--- src/rtl/fetch_predpc.sv ---
// Fetch-stage PC predictor and F pipeline register for the Y86 pipeline.
// Calls/jumps predict taken (valC); rets predict from a speculative RAS repaired from a committed copy.
module fetch_predpc #(
  parameter int                ADDR_W    = 64,
  parameter int                RAS_DEPTH = 8,
  parameter logic [ADDR_W-1:0] RESET_PC  = '0
) (
  input  logic              clk_i,
  input  logic              rst_n_i,
  input  logic              F_stall_i,
  input  logic              W_stall_i,
  input  logic [3:0]        f_icode_i,
  input  logic [ADDR_W-1:0] f_valC_i,
  input  logic [ADDR_W-1:0] f_valP_i,
  input  logic [3:0]        M_icode_i,
  input  logic              M_Cnd_i,
  input  logic [3:0]        W_icode_i,
  input  logic [ADDR_W-1:0] W_valM_i,
  output logic [ADDR_W-1:0] F_predPC_o,
  output logic              ras_empty_o,
  output logic              ret_mispred_o,
  output logic [31:0]       ret_ok_cnt_o
);

  localparam int SP_W  = $clog2(RAS_DEPTH);
  localparam int CNT_W = $clog2(RAS_DEPTH + 1);

  localparam logic [3:0]       IJXX    = 4'h7;
  localparam logic [3:0]       ICALL   = 4'h8;
  localparam logic [3:0]       IRET    = 4'h9;
  localparam logic [SP_W-1:0]  SP_ONE  = SP_W'(1);
  localparam logic [CNT_W-1:0] CNT_ONE = CNT_W'(1);
  localparam logic [CNT_W-1:0] CNT_MAX = CNT_W'(RAS_DEPTH);

  logic [RAS_DEPTH-1:0][ADDR_W-1:0] ras;
  logic [SP_W-1:0]  spec_sp,  spec_sp_nxt,  commit_sp,  commit_sp_nxt;
  logic [CNT_W-1:0] spec_cnt, spec_cnt_nxt, commit_cnt, commit_cnt_nxt;

  logic              fire, f_call, f_ret, w_ret, ret_bad, recover;
  logic [ADDR_W-1:0] spec_top, commit_top, next_pred;

  always_comb begin
    fire       = !F_stall_i;
    f_call     = fire && (f_icode_i == ICALL);
    f_ret      = fire && (f_icode_i == IRET);
    spec_top   = ras[spec_sp - SP_ONE];
    commit_top = ras[commit_sp - SP_ONE];

    next_pred = f_valP_i;
    if (f_icode_i == IJXX || f_icode_i == ICALL)
      next_pred = f_valC_i;
    else if (f_icode_i == IRET && spec_cnt != '0)
      next_pred = spec_top;

    // Ret target check uses the committed stack as it stood before this cycle's retire.
    w_ret   = !W_stall_i && (W_icode_i == IRET);
    ret_bad = w_ret && ((commit_cnt == '0) || (commit_top != W_valM_i));
    recover = ((M_icode_i == IJXX) && !M_Cnd_i) || ret_bad;

    commit_sp_nxt  = commit_sp;
    commit_cnt_nxt = commit_cnt;
    if (!W_stall_i && W_icode_i == ICALL) begin
      commit_sp_nxt  = commit_sp + SP_ONE;
      commit_cnt_nxt = (commit_cnt == CNT_MAX) ? commit_cnt : commit_cnt + CNT_ONE;
    end else if (w_ret && commit_cnt != '0) begin
      commit_sp_nxt  = commit_sp - SP_ONE;
      commit_cnt_nxt = commit_cnt - CNT_ONE;
    end

    spec_sp_nxt  = spec_sp;
    spec_cnt_nxt = spec_cnt;
    if (recover) begin
      spec_sp_nxt  = commit_sp_nxt;
      spec_cnt_nxt = commit_cnt_nxt;
    end else if (f_call) begin
      spec_sp_nxt  = spec_sp + SP_ONE;
      spec_cnt_nxt = (spec_cnt == CNT_MAX) ? spec_cnt : spec_cnt + CNT_ONE;
    end else if (f_ret && spec_cnt != '0) begin
      spec_sp_nxt  = spec_sp - SP_ONE;
      spec_cnt_nxt = spec_cnt - CNT_ONE;
    end
  end

  always_ff @(posedge clk_i or negedge rst_n_i) begin
    if (!rst_n_i) begin
      ras           <= '0;
      spec_sp       <= '0;
      spec_cnt      <= '0;
      commit_sp     <= '0;
      commit_cnt    <= '0;
      F_predPC_o    <= RESET_PC;
      ret_mispred_o <= 1'b0;
      ret_ok_cnt_o  <= '0;
    end else begin
      // Wrong-path calls still write data; only the pointers are repaired.
      if (f_call)
        ras[spec_sp] <= f_valP_i;
      if (fire)
        F_predPC_o <= next_pred;
      spec_sp       <= spec_sp_nxt;
      spec_cnt      <= spec_cnt_nxt;
      commit_sp     <= commit_sp_nxt;
      commit_cnt    <= commit_cnt_nxt;
      ret_mispred_o <= ret_bad;
      if (w_ret && !ret_bad)
        ret_ok_cnt_o <= ret_ok_cnt_o + 32'd1;
    end
  end

  assign ras_empty_o = (spec_cnt == '0);

endmodule

--- config.mk ---
export PLATFORM = sky130hd
export DESIGN_NAME = fetch_predpc
export DESIGN_NICKNAME = d
export VERILOG_FILES = /design/src/rtl/fetch_predpc.sv
export SDC_FILE = /design/constraint.sdc
export NUM_CORES = 1
export LEC_CHECK = 0
export ABC_AREA = 1
export CORE_MARGIN = 1
export CORE_UTILIZATION = 62
export DETAILED_ROUTE_END_ITERATION = 8
export DONT_BUFFER_PORTS = 1
export HOLD_SLACK_MARGIN = 0.12
export PLACE_DENSITY = 0.78
export SYNTH_ARGS = -nofsm -noshare
export SYNTH_HDL_FRONTEND = slang
export SYNTH_SLANG_ARGS = --single-unit
--- constraint.sdc ---
create_clock -name clk_i -period 7.12 [get_ports clk_i]
set_input_delay 1.068 -clock clk_i [delete_from_list [all_inputs] [get_ports clk_i]]
set_output_delay 1.068 -clock clk_i [all_outputs]
set_load 0.1 [all_outputs]
Word level (Yosys, flattened, before mapping)
Index checks and enable logic that the tools add are counted.
{"block": "totals", "reg_bits": 623, "in_bits": 209, "output_inout_bits": 98, "word_cells": 83}
{"block": "op_classes", "addsub": 9, "n_lt_le_gt_ge": 4, "eq_ne": 10, "muxes": 21, "reduce_logical": 24}
{"op": "$bwmux 512", "n": 1}
{"op": "$bmux 64 s3", "n": 2}
{"op": "$mux 64", "n": 5}
{"op": "$demux 64 s3", "n": 1}
{"op": "$ne 64x64->1", "n": 1}
{"op": "$add 32x1->32 const B", "n": 1}
{"op": "$mux 4", "n": 7}
{"op": "$eq 4x4->1 const B", "n": 6}
{"op": "$mux 3", "n": 5}
{"op": "$lt 3x4->1 const B", "n": 3}
{"op": "$logic_and 1x1->1", "n": 11}
{"op": "$add 4x1->4 const B", "n": 2}
{"op": "$eq 4x3->1 const B", "n": 2}
{"op": "$logic_not 4->1", "n": 2}
{"op": "$reduce_bool 4->1", "n": 2}
{"op": "$sub 4x1->4 const B", "n": 2}
{"op": "$add 3x1->3 const B", "n": 2}
{"op": "$sub 3x1->3 const B", "n": 2}
{"op": "$logic_not 1->1", "n": 4}
{"op": "$ge 3x1->1 const B", "n": 1}
{"op": "$logic_or 1x1->1", "n": 3}
{"op": "$ne 3x3->1 const B", "n": 1}
{"op": "$reduce_bool 3->1", "n": 1}
{"op": "$reduce_and 2->1", "n": 1}

Logic depth before layout (Yosys ltp)
{"block": "depth", "word_depth": 9, "mapped_depth": 25, "ltp_nobuf": 20}

Worst setup path after synthesis
OpenSTA, ideal clock, no wires.
{"block": "synth_path", "kind": "register to register", "from": "register spec_sp[0]", "to": "register F_predPC_o[40]", "arrival_time_ps": 3083, "path_slack_ps": 3955, "stages_incl_launch_ff": 17, "path_buffers": 7, "period_less_slack_ps": 3165, "cell_sequence": "dfrtp_1 > buf_2 > inv_1 > clkbuf_1 > clkbuf_1 > clkbuf_1 > ha_1 > clkbuf_1 > inv_1 > clkbuf_1 > clkbuf_1 > o21ai_0 > o22ai_1 > nor2_1 > o221ai_1 > o21ai_0 > o21ai_0"}
{"block": "synth_between", "elab_chain_len": 5}
{"item": "from (decl)", "line_no": "36", "text": "logic [SP_W-1:0] spec_sp, spec_sp_nxt, commit_sp, commit_sp_nxt;"}
{"item": "from (signal assigned)", "line_no": "100", "text": "spec_sp <= spec_sp_nxt;"}
{"item": "$sub 3x1->3", "line_no": "46", "text": "spec_top = ras[spec_sp - SP_ONE];"}
{"item": "$bmux 64 s3", "line_no": "46"}
{"item": "$mux 64 (not written as such)", "line_no": "46"}
{"item": "$mux 64", "line_no": "52", "text": "else if (f_icode_i == IRET && spec_cnt != '0)"}
{"item": "$mux 64", "line_no": "50", "text": "if (f_icode_i == IJXX || f_icode_i == ICALL)"}
{"item": "to (signal assigned)", "line_no": "99", "text": "F_predPC_o <= next_pred;"}
{"item": "to (decl)", "line_no": "19", "text": "output logic [ADDR_W-1:0] F_predPC_o,"}
No other way between the ends. The select of a mux whose other input is x is not followed.
A chain may end at the register's enable or synchronous reset.

Worst setup path in the final report
{"block": "layout_path", "from": "register commit_sp[0]", "to": "register ret_ok_cnt_o[3]"}
{"block": "layout_between", "elab_chain_len": 8}
{"item": "from (decl)", "line_no": "36"}
{"item": "from (signal assigned)", "line_no": "102", "text": "commit_sp <= commit_sp_nxt;"}
{"item": "$sub 3x1->3", "line_no": "47", "text": "commit_top = ras[commit_sp - SP_ONE];"}
{"item": "$bmux 64 s3", "line_no": "47"}
{"item": "$mux 64 (not written as such)", "line_no": "47"}
{"item": "$ne 64x64->1", "line_no": "57", "text": "ret_bad = w_ret && ((commit_cnt == '0) || (commit_top != W_valM_i));"}
{"item": "$logic_or 1x1->1", "line_no": "57"}
{"item": "$logic_and 1x1->1", "line_no": "57"}
{"item": "$logic_not 1->1", "line_no": "105", "text": "if (w_ret && !ret_bad)"}
{"item": "$logic_and 1x1->1", "line_no": "105"}
{"item": "to (signal assigned)", "line_no": "106", "text": "ret_ok_cnt_o <= ret_ok_cnt_o + 32'd1;"}
{"item": "to (decl)", "line_no": "22", "text": "output logic [31:0] ret_ok_cnt_o"}
No other way between the ends. The select of a mux whose other input is x is not followed.

==> results.sh <==
export IMPL_h_tree_depth=3
export IMPL_endpoint_kind="flip-flop"
export IMPL_synthXorXnorAreaFrac=0.0110
export IMPL_async_flop_share=1.00
export IMPL_dp_slack_ns=1.74
export IMPL_grt_first_pass_wirelength_um=169000
export IMPL_drv_cap=0
export IMPL_cts_hold_buf=0
export IMPL_fin_tns_setup_ns=0
export IMPL_cts_tree="yes"
export IMPL_layout_common_cells="1341 x nand2_1, 1008 x o21ai_0, 621 x dfrtp_1, 462 x nor2_1, 408 x inv_1"
export IMPL_grtUsageMet3=0.0695
export IMPL_setup_ws_ns=1.50
export IMPL_ys_seq_elements=623
export IMPL_max_slew_margin=-0.349
export IMPL_clkTransAtPathRegs_ns=0.06
export IMPL_drive_above_1_share=0.0352
export IMPL_setup_violations=0
export IMPL_synth_nets=5167
export IMPL_cts_buffer_depth=3
export IMPL_crit_path_frequent_cell="nor2_1"
export IMPL_cts_resized=0
export IMPL_yosys_mux_area_fraction=0.000285
export IMPL_firstDrtPassIters=9
export IMPL_crit_slowest_cell="dfrtp_4"
export IMPL_die_width_um=240
export IMPL_cts_root_buffer="clkbuf_16"
export IMPL_use_met1=0.500
export IMPL_cts_sinks=623
export IMPL_synthAdderAreaFrac=0.00377
export IMPL_wire_per_inst_um=19.5
export IMPL_overflow=0
export IMPL_nets=4916
export IMPL_core_um2=55500
export IMPL_ir_drop_uv=471
export IMPL_final_cell_count_no_fill=5493
export IMPL_final_min_clock_period_ns=5.62
export IMPL_slowest_delay_ns=0.94
export IMPL_fin_crit_sh=0.790
export IMPL_whs_ns=0.162
export IMPL_grt_max_degree=624
export IMPL_yosysSeqAreaShare=0.444
export IMPL_start_util=0.633
export IMPL_wl_um=107000
export IMPL_worst_slew_pin_slew_ns=2.02
export IMPL_required_ns=7.61
export IMPL_ys_flop_type="dfrtp_1"
export IMPL_grt_util_met2=0.590
export IMPL_synth_simple_area_share=0.244
export IMPL_violations="slew limit"
export IMPL_power_leakage_nw=17.0
export IMPL_grt_setup_unrepaired="no"
export IMPL_grt_util_all_layers=0.370
export IMPL_num_rows=86
export IMPL_crit_arrival_ns=6.11
export IMPL_max_freq_mhz=178
export IMPL_path_class="flip-flop to flip-flop"
export IMPL_antenna_found_initial=1
export IMPL_hp_class="input port to asynchronous set/reset pin"
export IMPL_grt_pass1_vias=30900
export IMPL_crit_fanout=80
export IMPL_fin_worst_skew_ns=0.0183
export IMPL_nFillCells=4854
export IMPL_critical_path_startpoint_type="flip-flop"
export IMPL_p_per_area_nw_per_um2=479
export IMPL_drc_errors=0
export IMPL_viasPerCell=6.09
export IMPL_num_io_pins=307
export IMPL_vias=33500
export IMPL_mostFrequentLayoutCell="nand2_1"
export IMPL_synth_edf_count=0
export IMPL_drt_iter0_drc=3877
export IMPL_fp_dieArea_um2=57600
export IMPL_ys_warnings_count=0
export IMPL_antenna_left=0
export IMPL_cts_made_buffers=70
export IMPL_io_buffers=0
export IMPL_top_usage_layer="met2"
export IMPL_path_cells="inv_6, ha_4, inv_4, buf_12, nor2_1, o21ai_0, nand3_1, nand3_1, nand2_1, nor2_1, nand2_1, nor2_1, nand2_1, nor2_2, nand4_4, nor3_1, nor2_1"
export IMPL_hold_viol_final=0
export IMPL_synth_distinct_cells=38
export IMPL_synth_compound_area_frac=0.211
export IMPL_synth_top_family_by_area="simple AND/OR/NAND/NOR gates"
export IMPL_dp_hpwl_um=58500
export IMPL_synth_cells=4948
export IMPL_syn_area_um2=35100
export IMPL_dp_cells=5373
export IMPL_avgSynthCellArea_um2=7.10
export IMPL_post_cts_buffers=0
export IMPL_drv_slew=313
export IMPL_clk_latency_ns=0.62
export IMPL_status="finished, violations left"
export IMPL_syn2layout_area_growth_pct=6.25
export IMPL_finalWeightedCongestion=0.879
export IMPL_die_h_um=240
critical path, delay by kind of cell (launching register included):
kind / cells / cell delay [ns]
compound gates: 1 / 0.10
fa+ha+maj: 1 / 0.41
buf+inv: 3 / 1.43
flops: 1 / 0.94
simple gates: 12 / 2.36
power by group:
group / switching [mW] / internal [mW]
combinational: 5.98 / 2.68
sequential: 1.09 / 4.43
clock: 1.49 / 2.20
total: 8.56 / 9.31
state kept, by name (all words and copies together) (netlist names):
register       flops
ret_mispred_o      1
spec_cnt           4
F_predPC_o        64
commit_cnt         4
ret_ok_cnt_o      32
ras              512
commit_sp          3
spec_sp            3
final cells by class:
| type | instances | area (um^2) | share of cell area |
|---|---|---|---|
| diodes | 1 | 2.50 | 0.0000670 |
| clock buffers | 103 | 2080 | 0.0557 |
| clock inverters | 16 | 225 | 0.00603 |
| inverters | 413 | 1560 | 0.0419 |
| multi-input cells | 3554 | 16600 | 0.445 |
| flip-flops and latches | 623 | 15600 | 0.418 |
| well taps | 748 | 936 | 0.0251 |
| repair buffers | 35 | 313 | 0.00838 |
cells in the mapped netlist, types with 44 or more instances:
| cell type | n | area, um^2 |
|---|---|---|
| nand2_1 | 1343 | 5040 |
| o21ai_0 | 1008 | 5040 |
| dfrtp_1 | 623 | 15600 |
| nor2_1 | 463 | 1740 |
| inv_1 | 411 | 1540 |
| clkbuf_1 | 253 | 950 |
| nand3_1 | 240 | 1200 |
| a21oi_1 | 101 | 505 |
| buf_2 | 79 | 395 |
| o22ai_1 | 71 | 444 |
| o211ai_1 | 70 | 526 |
| o221ai_1 | 62 | 543 |
| o21ai_1 | 44 | 220 |
kinds of logic after synthesis:
group	count (synthesis)
and+or+nand+nor	2131
adders and majority gates	10
DFF	623
AOI/OAI and AO/OA	1370
muxes	1
buffers and inverters	771
xor gates and xnor gates	42
final timing paths:
path,to,from,slack (ns),cells past startpoint
min in group clk_i,ras[150],ras[150],0.48,2
max in group asynchronous,ras[166],rst_n_i,5.36,0
hold reg to reg,ras[150],ras[150],0.48,2
setup / recovery,ret_ok_cnt_o[3],commit_sp[0],1.50,17
setup reg to reg,ret_ok_cnt_o[3],commit_sp[0],1.50,17
hold / removal,F_predPC_o[5],rst_n_i,0.16,0
routing by layer:
metal / up-vias / part of all wire
met5: - / 0
met3: 265 / 0.096
met1: 15800 / 0.41
li1: 15700 / -
met4: 0 / 0.033
met2: 1706 / 0.46
per-stage QoR:
step | util | total power, mW | area (um^2)
after floorplan | - | 11.7 | 35100
after global placement | 0.631 | 13.8 | 35000
after detailed placement | 0.631 | 14.0 | 35000
after CTS | 0.672 | 17.7 | 37300
after global routing | 0.672 | 19.1 | 37300
final | 0.672 | 17.9 | 37300
Power figures use the tool's default switching activity.
